### src/rtl/fetch_unit_if.sv
// Fetch unit bus bundle: redirect input, instruction memory req/gnt/rvalid, and decode valid/ready.
// Latency: none, wires only.
// Backpressure: carried by imem_gnt toward fetch and inst_ready toward the prefetch FIFO.
// FETCH_MISALIGN_EN adds the fetch_misalign status signal.
interface fetch_unit_if;
  logic        redirect_valid;
  logic [31:0] redirect_pc;
  logic        imem_req;
  logic [31:0] imem_addr;
  logic        imem_gnt;
  logic        imem_rvalid;
  logic [31:0] imem_rdata;
  logic        inst_valid;
  logic        inst_ready;
  logic [31:0] inst_data;
  logic [31:0] inst_pc;
`ifdef FETCH_MISALIGN_EN
  logic        fetch_misalign;
`endif

  modport master (
`ifdef FETCH_MISALIGN_EN
    output fetch_misalign,
`endif
    input  redirect_valid, redirect_pc,
    output imem_req, imem_addr,
    input  imem_gnt, imem_rvalid, imem_rdata,
    output inst_valid, inst_data, inst_pc,
    input  inst_ready
  );

  modport slave (
`ifdef FETCH_MISALIGN_EN
    input  fetch_misalign,
`endif
    output redirect_valid, redirect_pc,
    input  imem_req, imem_addr,
    output imem_gnt, imem_rvalid, imem_rdata,
    input  inst_valid, inst_data, inst_pc,
    output inst_ready
  );
endinterface

### src/rtl/fetch_unit.sv
// Instruction prefetch: credit-limited fetch requests feeding a DEPTH-entry {pc,inst} FIFO toward decode.
// Latency: memory response in cycle N is visible on inst_valid in cycle N+1 (registered FIFO, no bypass).
// Backpressure: requests stop once FIFO entries + in-flight + to-be-discarded reach DEPTH; redirect flushes.
// Optional macro FETCH_MISALIGN_EN: misaligned redirect raises fetch_misalign and halts fetch.
module fetch_unit #(
  parameter int          DEPTH    = 4,
  parameter logic [31:0] RESET_PC = 32'h0000_0000
) (
  input logic          clk,
  input logic          reset,
  fetch_unit_if.master bus
);

  localparam int AW = $clog2(DEPTH);
  localparam int CW = AW + 1;
  localparam logic [CW-1:0] ONE     = CW'(1);
  localparam logic [CW-1:0] FULL    = CW'(DEPTH);
  localparam logic [CW:0]   CREDITS = (CW+1)'(DEPTH);
  localparam logic [AW-1:0] PTR_ONE = AW'(1);

  logic          run;
  logic [31:0]   fetch_pc;
  logic [CW-1:0] count, outstanding, discard;
  logic [CW-1:0] count_nxt, outstanding_nxt, discard_nxt;
  logic [AW-1:0] rd_ptr, wr_ptr, tag_rd, tag_wr;
  logic [31:0]   fifo_pc   [DEPTH];
  logic [31:0]   fifo_inst [DEPTH];
  logic [31:0]   tag_q     [DEPTH];
  logic [CW:0]   in_use;
  logic [31:0]   target;
  logic          halted;
  logic          grant, push, drop, pop;

  // Low two bits never reach fetch_pc; with the misalign feature they only set the flag.
  assign target = {bus.redirect_pc[31:2], 2'b00};

`ifdef FETCH_MISALIGN_EN
  logic misalign;

  // Sticky misaligned-target flag; only another redirect or reset can clear it.
  always_ff @(posedge clk) begin
    if (!reset) begin
      misalign <= 1'b0;
    end else if (bus.redirect_valid) begin
      misalign <= (bus.redirect_pc[1:0] != 2'b00);
    end
  end

  assign halted             = misalign;
  assign bus.fetch_misalign = misalign;
`else
  assign halted = 1'b0;
`endif

  // Every credit is held by a FIFO entry, an in-flight fetch, or a response still to be dropped.
  assign in_use    = {1'b0, count} + {1'b0, outstanding} + {1'b0, discard};
  assign bus.imem_req  = run && (in_use < CREDITS) && !bus.redirect_valid && !halted;
  assign bus.imem_addr = fetch_pc;
  assign grant = bus.imem_req && bus.imem_gnt;

  // A redirect kills whatever response arrives with it, so nothing is pushed or popped that cycle.
  assign push = bus.imem_rvalid && (discard == '0) && !bus.redirect_valid;
  assign drop = bus.imem_rvalid && (discard != '0);
  assign pop  = bus.inst_valid && bus.inst_ready && !bus.redirect_valid;

  assign bus.inst_valid = (count != '0);
  assign bus.inst_data  = bus.inst_valid ? fifo_inst[rd_ptr] : 32'h0;
  assign bus.inst_pc    = bus.inst_valid ? fifo_pc[rd_ptr]   : 32'h0;

  // Occupancy bookkeeping; on redirect every in-flight fetch turns into a pending discard.
  always_comb begin
    count_nxt       = count;
    outstanding_nxt = outstanding;
    discard_nxt     = discard;
    if (bus.redirect_valid) begin
      count_nxt       = '0;
      outstanding_nxt = '0;
      // The response arriving now (stale either way) retires one of the pending ones.
      discard_nxt     = discard + outstanding - (bus.imem_rvalid ? ONE : '0);
    end else begin
      if (push && !pop) begin
        count_nxt = count + ONE;
      end else if (!push && pop) begin
        count_nxt = count - ONE;
      end
      if (grant && !push) begin
        outstanding_nxt = outstanding + ONE;
      end else if (!grant && push) begin
        outstanding_nxt = outstanding - ONE;
      end
      if (drop) begin
        discard_nxt = discard - ONE;
      end
    end
  end

  // Control state: fetch pointer, counters and queue pointers.
  always_ff @(posedge clk) begin
    if (!reset) begin
      run         <= 1'b0;
      fetch_pc    <= RESET_PC;
      count       <= '0;
      outstanding <= '0;
      discard     <= '0;
      rd_ptr      <= '0;
      wr_ptr      <= '0;
      tag_rd      <= '0;
      tag_wr      <= '0;
    end else begin
      run         <= 1'b1;
      count       <= count_nxt;
      outstanding <= outstanding_nxt;
      discard     <= discard_nxt;
      if (bus.redirect_valid) begin
        fetch_pc <= target;
        rd_ptr   <= wr_ptr;
        tag_rd   <= tag_wr;
      end else begin
        if (grant) begin
          fetch_pc <= fetch_pc + 32'd4;
          tag_wr   <= tag_wr + PTR_ONE;
        end
        if (push) begin
          wr_ptr <= wr_ptr + PTR_ONE;
          tag_rd <= tag_rd + PTR_ONE;
        end
        if (pop) begin
          rd_ptr <= rd_ptr + PTR_ONE;
        end
      end
    end
  end

  // Storage: tag queue records granted addresses, FIFO pairs each response with its tag.
  always_ff @(posedge clk) begin
    if (grant) begin
      tag_q[tag_wr] <= fetch_pc;
    end
    if (push) begin
      fifo_pc[wr_ptr]   <= tag_q[tag_rd];
      fifo_inst[wr_ptr] <= bus.imem_rdata;
    end
  end

`ifndef SYNTHESIS
  // A response must match an earlier grant and, if kept, must find a free FIFO slot.
  rsp_has_room: assert property (@(posedge clk) disable iff (!reset)
    bus.imem_rvalid |-> ((discard != '0) || ((outstanding != '0) && (count != FULL))));
`endif

endmodule

### src/flat_wrapper.sv
// flat-port wrapper written by rule: the top's interface ports become plain ports
module fetch_unit_flat 
#(
  parameter int          DEPTH    = 4,
  parameter logic [31:0] RESET_PC = 32'h0000_0000
)
  (clk, reset, bus_redirect_valid, bus_redirect_pc, bus_imem_req, bus_imem_addr, bus_imem_gnt, bus_imem_rvalid, bus_imem_rdata, bus_inst_valid, bus_inst_data, bus_inst_pc, bus_inst_ready);
  fetch_unit_if bus_i ();
  input logic clk;
  input logic reset;
  input wire logic [$bits(bus_i.redirect_valid)-1:0] bus_redirect_valid;
  input wire logic [$bits(bus_i.redirect_pc)-1:0] bus_redirect_pc;
  output wire logic [$bits(bus_i.imem_req)-1:0] bus_imem_req;
  output wire logic [$bits(bus_i.imem_addr)-1:0] bus_imem_addr;
  input wire logic [$bits(bus_i.imem_gnt)-1:0] bus_imem_gnt;
  input wire logic [$bits(bus_i.imem_rvalid)-1:0] bus_imem_rvalid;
  input wire logic [$bits(bus_i.imem_rdata)-1:0] bus_imem_rdata;
  output wire logic [$bits(bus_i.inst_valid)-1:0] bus_inst_valid;
  output wire logic [$bits(bus_i.inst_data)-1:0] bus_inst_data;
  output wire logic [$bits(bus_i.inst_pc)-1:0] bus_inst_pc;
  input wire logic [$bits(bus_i.inst_ready)-1:0] bus_inst_ready;
  assign bus_i.redirect_valid = bus_redirect_valid;
  assign bus_i.redirect_pc = bus_redirect_pc;
  assign bus_imem_req = bus_i.imem_req;
  assign bus_imem_addr = bus_i.imem_addr;
  assign bus_i.imem_gnt = bus_imem_gnt;
  assign bus_i.imem_rvalid = bus_imem_rvalid;
  assign bus_i.imem_rdata = bus_imem_rdata;
  assign bus_inst_valid = bus_i.inst_valid;
  assign bus_inst_data = bus_i.inst_data;
  assign bus_inst_pc = bus_i.inst_pc;
  assign bus_i.inst_ready = bus_inst_ready;
  fetch_unit #(.DEPTH(DEPTH), .RESET_PC(RESET_PC)) u_core (.clk(clk), .reset(reset), .bus(bus_i));
endmodule
### config.mk
export PLATFORM = sky130hd
export DESIGN_NAME = fetch_unit_flat
export DESIGN_NICKNAME = d
export VERILOG_FILES = /design/src/rtl/fetch_unit_if.sv /design/src/rtl/fetch_unit.sv /design/src/flat_wrapper.sv
export SDC_FILE = /design/constraint.sdc
export NUM_CORES = 1
export LEC_CHECK = 0
export ABC_AREA = 1
export BUFFER_PORTS_ARGS = -buffer_cell sky130_fd_sc_hd__buf_2
export CAP_MARGIN = 15
export CORE_ASPECT_RATIO = 0.5
export CORE_MARGIN = 3
export CORE_UTILIZATION = 55
export CTS_CLUSTER_SIZE = 20
export DETAILED_ROUTE_END_ITERATION = 6
export PLACE_DENSITY = 0.85
export RECOVER_POWER = 100
export SKIP_CTS_REPAIR_TIMING = 1
export SYNTH_ARGS = -nofsm -noshare
export SYNTH_HDL_FRONTEND = slang
export SYNTH_SLANG_ARGS = --single-unit
### constraint.sdc
create_clock -name clk -period 9.55 [get_ports clk]
set_input_delay 2.865 -clock clk [delete_from_list [all_inputs] [get_ports clk]]
set_output_delay 2.865 -clock clk [all_outputs]
set_load 0.03 [all_outputs]
==> results.cfg, run 1 <==
[run_status]
status = complete, but fails checks
violations = capacitance limit, slew limit

[place]
place_ws_ps = 2420
hpwl_mm = 22.6
portBuffers = 161
place_area_um2 = 18700
placed_cells = 2101
gp_congestion = 0.888

[logic_synthesis]
synth_warnings = 0
yosys.area.top_type = edfxtp_1
syn_area_per_cell_um2 = 11.1
yosysSeqAreaShare_pct = 68.8
netlist.area_leader.share_pct = 62.9
netlist_area_um2 = 17600
netlist_instances = 1583
postSynthRegisterBits = 420
synth.area.top_cells = edfxtp_1 63%, nor2_1 7.7%, dfxtp_1 5.9%, o21ai_0 5.8%, nand2_1 3.3%
synth_cell_types = 37

[sta]
rsz0062_at_grt = false
period_share_pct = 83.9
final_hold_viol_count = 0
slew_headroom_pct = -165
setup_viol_count_final = 0
setup_ws_ps = 1530
max_freq_mhz = 125
tightest_slew_ps = 3970
fin_crit_ps = 8020
final_max_slew_viol_count = 551
fin_tns_setup_ps = 0
finalClockSkew_ps = 30.1

[pwr]
power_w = 0.00402
leakage_nw = 6.81
power_density_nw_per_um2 = 205
ir_drop_uv = 119

[routing]
wl_per_cell_um = 18.1
dr.pass1.iters = 5
drt_iter0_markers = 1310
via_per_inst = 5.57
drc = 0
via_count = 12100
final_antenna_net_count = 0
wirelength_mm = 39.2

[clock_tree]
cts_inserted_buffers = 37
cts_buffer_depth = 3
cts_tree = done
clk_pin_slew_ps = 60
cts_root_buf = clkbuf_16
cts_sinks = 420
cts-htree-levels = 2
clk_latency_ps = 540

[critical_path]
cp-start-kind = input port
r2r_slack_ps = 3900
worstPathArrival_ps = 5150
cp-end-kind = primary output
required_ps = 6690
cp_max_fo = 38
crit_type = in2out

[layout]
final_area_um2 = 19600
final_cells = 2167
layout-drive-gt1-share_pct = 7.17
synthToLayoutAreaGrowth_pct = 11.7
diodes = 0
mostFrequentLayoutCells = 368 x edfxtp_1, 356 x nor2_1, 205 x o21ai_0, 154 x nand2_1, 149 x clkbuf_1
final_common_cell = edfxtp_1
nets = 1811

[grt]
grt_pass1_wl_mm = 60.4
track_usage_pct = 22.4
antenna_found_initial = 0
grt_start_max_net_pins = 103
first_global_vias = 11600
grt_overflow = 0

[floorplanning]
core_area_um2 = 30900
core.rowCount = 45
die_w_um = 259
die_area_um2 = 34300
die_h_um = 132
start_util_pct = 56.9
io_pins = 168

[job]
cap_violations = 13

[hold_path]
hold_path_class = reg2reg
[synthesized netlist by cell type (all sizes together)]
library cell,instances
conb,1
inv,90
nor2,374
a21oi,103
edfxtp,368
ha,18
fa,6
clkinv,2
a211oi,3
and2,1
nand2,161
clkbuf,50
o21bai,4
a31oi,2
nand3,58
mux2i,1
buf,35
o21ai,205
o21a,2
xnor2,6
dfxtp,52
nor3,1
o22ai,30
xor2,10
[final timing paths]
kind	start	depth (start not counted)	to
max	bus_redirect_valid	5	bus_imem_req
min	u_core.outstanding[2]	2	u_core.outstanding[2]
max reg2reg	u_core.discard[1]	7	u_core.fifo_inst[0][6]
min reg2reg	u_core.outstanding[2]	2	u_core.outstanding[2]
[critical path, stage by stage]
cell and delay (ps):
clkbuf_1 1040, inv_2 680, nand3_1 270, nor2_1 70, clkbuf_1 210
[state kept, by name, indices dropped and copies added (netlist names), 3 cells and up, named ones only]
register,count
u_core.bus.imem_addr,30
u_core.fifo_pc,120
u_core.fifo_inst,128
u_core.outstanding,3
u_core.count,3
u_core.discard,3
u_core.tag_q,120
[power by group]
part / switching (W) / total [W] / internal [W] / leakage [nW]
combinational: 0.000344 / 0.000466 / 0.000122 / 2.48
sequential: 0.0000498 / 0.00213 / 0.00208 / 3.77
clock: 0.000646 / 0.00143 / 0.000784 / 0.552
total: 0.00104 / 0.00402 / 0.00298 / 6.81
[per-stage QoR]
stage                     hold WS (ps)  util, %
after floorplan                    471        -
after global placement             500     60.6
after detailed placement           527     60.6
after CTS                          549     64.3
after global routing               585     63.6
final                              554     63.6
[cell families after synthesis]
family	synth area share, %
adders and majority gates	1.97
buffers and inverters	4.13
other	0.0213
and+or+nand+nor	13.9
muxes	0.0570
xor gates and xnor gates	0.840
AOI/OAI and AO/OA	10.3
DFF	68.8
[final cells by class]
cell class                      count  area (µm²)
Clock inverter                     13         125
Fill cell                        2300       11200
Tap cell                          423         529
Multi-Input combinational cell    989        4770
Sequential cell                   420       12100
Inverter                           92         347
Timing Repair Buffer              177         729
Clock buffer                       53        1030
[layer usage]
layer  GRT usage (%)  wire, µm  vias to the layer above
li1                -         -                     5726
met1            28.9     15800                     5733
met2            38.6     19700                      513
met3            3.61      2690                       89
met4            8.53      1090                        0
met5               0         0                        -
Note: power is estimated with default switching activity, not from simulation.
==> run 2, diff against run 1 <==
- CORE_UTILIZATION: 55 -> 53
- clock period: 9.55 -> 6.6 ns (I/O delays scaled with it)
==> results.cfg, run 2 (same netlist as run 1, synthesis figures left out) <==
[run_status]
status = complete, but fails checks
violations = capacitance limit, slew limit

[grt]
grt_pass1_wl_mm = 61.7
antenna_found_initial = 0
track_usage_pct = 22.0
grt_start_max_net_pins = 83
first_global_vias = 11800
grt_overflow = 0

[pwr]
ir_drop_uv = 151
p_comb_share_pct = 11.7
leakage_nw = 6.86
p_int_w = 0.00433
swShare_pct = 25.7
power_density_nw_per_um2 = 296
clockPowerShare_pct = 35.5
seqPwrFrac_pct = 52.9
power.net_switching_w = 0.00150

[layout]
register_area_um2 = 12100
synthToLayoutAreaGrowth_pct = 12.0
mostFrequentLayoutCells = 368 x edfxtp_1, 355 x nor2_1, 205 x o21ai_0, 154 x nand2_1, 140 x clkbuf_1
fill_cells = 2396
final_common_cell = edfxtp_1
reg.largest.list = u_core.fifo_inst (128), u_core.fifo_pc (120), u_core.tag_q (120)
top_register = u_core.fifo_inst
layout-drive-gt1-share_pct = 7.66
nets = 1815
largest_reg_flops = 128
multi_input_area_um2 = 4780
final_cells = 2181
diodes = 0

[place]
gp_congestion = 0.843
placed_cells = 2113
hpwl_mm = 22.9
portBuffers = 161

[sta]
fin_tns_setup_ps = 0
rsz0062_at_grt = false
final_hold_viol_count = 0
fin_crit_ps = 5650
final_max_slew_viol_count = 430
tightest_slew_ps = 1940
max_freq_mhz = 177
slew_headroom_pct = -29.5
period_share_pct = 85.7
setup_viol_count_final = 0
finalClockSkew_ps = 14.6

[critical_path]
cp_slowest_stage_delay_ps = 1120
cp-start-kind = register
critical-path-top-delay-family = buffers and inverters
cp_max_fo = 81
r2r-end = u_core.tag_q[1][8]
cpMaxStageDelayCell = clkbuf_2
required_ps = 4620
r2r_slack_ps = 1130
r2r_start = u_core.count[1]
crit_type = reg2out
critical_path_buf_inv_count = 3
r2r_cells = 9
worstPathArrival_ps = 3670
cp-end-kind = primary output
path_cells = inv_2 -> clkbuf_2 -> o21ai_0 -> a21oi_1 -> clkbuf_1

[floorplanning]
die_h_um = 135
core_area_um2 = 32200
io_pins = 168
start_util_pct = 54.6
core.rowCount = 46
die_area_um2 = 35500
die_w_um = 263

[clock_tree]
cts_inserted_buffers = 38
cts_sinks = 420
clk_pin_slew_ps = 60
cts_root_buf = clkbuf_16
clk_latency_ps = 530
cts_tree = done
cts_buffer_depth = 3
cts-htree-levels = 2

[hold_path]
min_path_cells = 2
hold_path_class = reg2reg
whs_endpoint = u_core.discard[2]
worstHoldStart = u_core.discard[2]

[routing]
wirelength_mm = 40.3
wl_per_cell_um = 18.5
final_antenna_net_count = 0
via_count = 12200
drc = 0
dr.pass1.iters = 5
drt_iter0_markers = 1272
via_per_inst = 5.61

[job]
cap_violations = 8
## run 2: changes by cell type in the layout (fill, tap and decap cells not counted), moves of 3 or more
cell / delta
clkbuf_2: +6
buf_2: +6
clkinv_2: +3
clkbuf_1: -9
clkbuf_16: +4
clkinv_1: +6
clkbuf_8: -3
## run 2: worst max-delay path by stage
stage                             startpoint                endpoint  cells past startpoint  slack [ps]
after floorplan           bus_redirect_valid  u_core.fifo_inst[0][0]                      4        1060
after global placement    bus_redirect_valid    u_core.fifo_pc[1][5]                      6        1990
after detailed placement  bus_redirect_valid    u_core.fifo_pc[1][5]                      6        2000
after CTS                           register         bus_inst_pc[17]                      5        1540
after global routing                register       bus_inst_data[12]                      5         680
final                               register       bus_inst_data[12]                      5         950
## run 2: layout make-up
type                            count  share of cell area (%)
Sequential cell                   420                    61.5
Multi-Input combinational cell    989                    24.3
Clock buffer                       53                    5.50
Timing Repair Buffer              180                    3.82
Tap cell                          432                    2.75
Inverter                           92                    1.76
Clock inverter                     15                   0.363
## run 2: power groups by stage
stage | combinational (W) | clock, W | sequential, W
5_1_grt | 0.000751 | 0.00219 | 0.00309
2_1_floorplan | 0.000462 | 0 | 0.00313
6_report | 0.000679 | 0.00207 | 0.00308
3_3_place_gp | 0.000666 | 0 | 0.00312
3_5_place_dp | 0.000687 | 0 | 0.00313
4_1_cts | 0.000695 | 0.00208 | 0.00307
## run 2: stage by stage
step           power [W]  area [µm²]  util [%]  setup WS, ps  hold slack (ps)
2_1_floorplan    0.00359       17600         -          1060              471
3_3_place_gp     0.00379       18700      58.2          1990              509
3_5_place_dp     0.00382       18700      58.2          2000              523
4_1_cts          0.00585       19900      61.8          1540              539
5_1_grt          0.00602       19700      61.1           677              575
6_report         0.00582       19700      61.1           946              551
## run 2: worst min-delay path, cell delays in order (launching register included)
cell	delay, ps
dfxtp_1	360
nand2_1	90
a21oi_1	50
## run 2: metal layers
| metal | up-vias | routed length [µm] | track usage [%] | share of wire [%] |
|---|---|---|---|---|
| met1 | 5802 | 15800 | 27.6 | 39 |
| li1 | 5729 | - | - | - |
| met3 | 112 | 3070 | 3.75 | 7.6 |
| met4 | 0 | 1310 | 8.62 | 3.3 |
| met5 | - | 0 | 0 | 0 |
| met2 | 584 | 20100 | 38.6 | 50 |
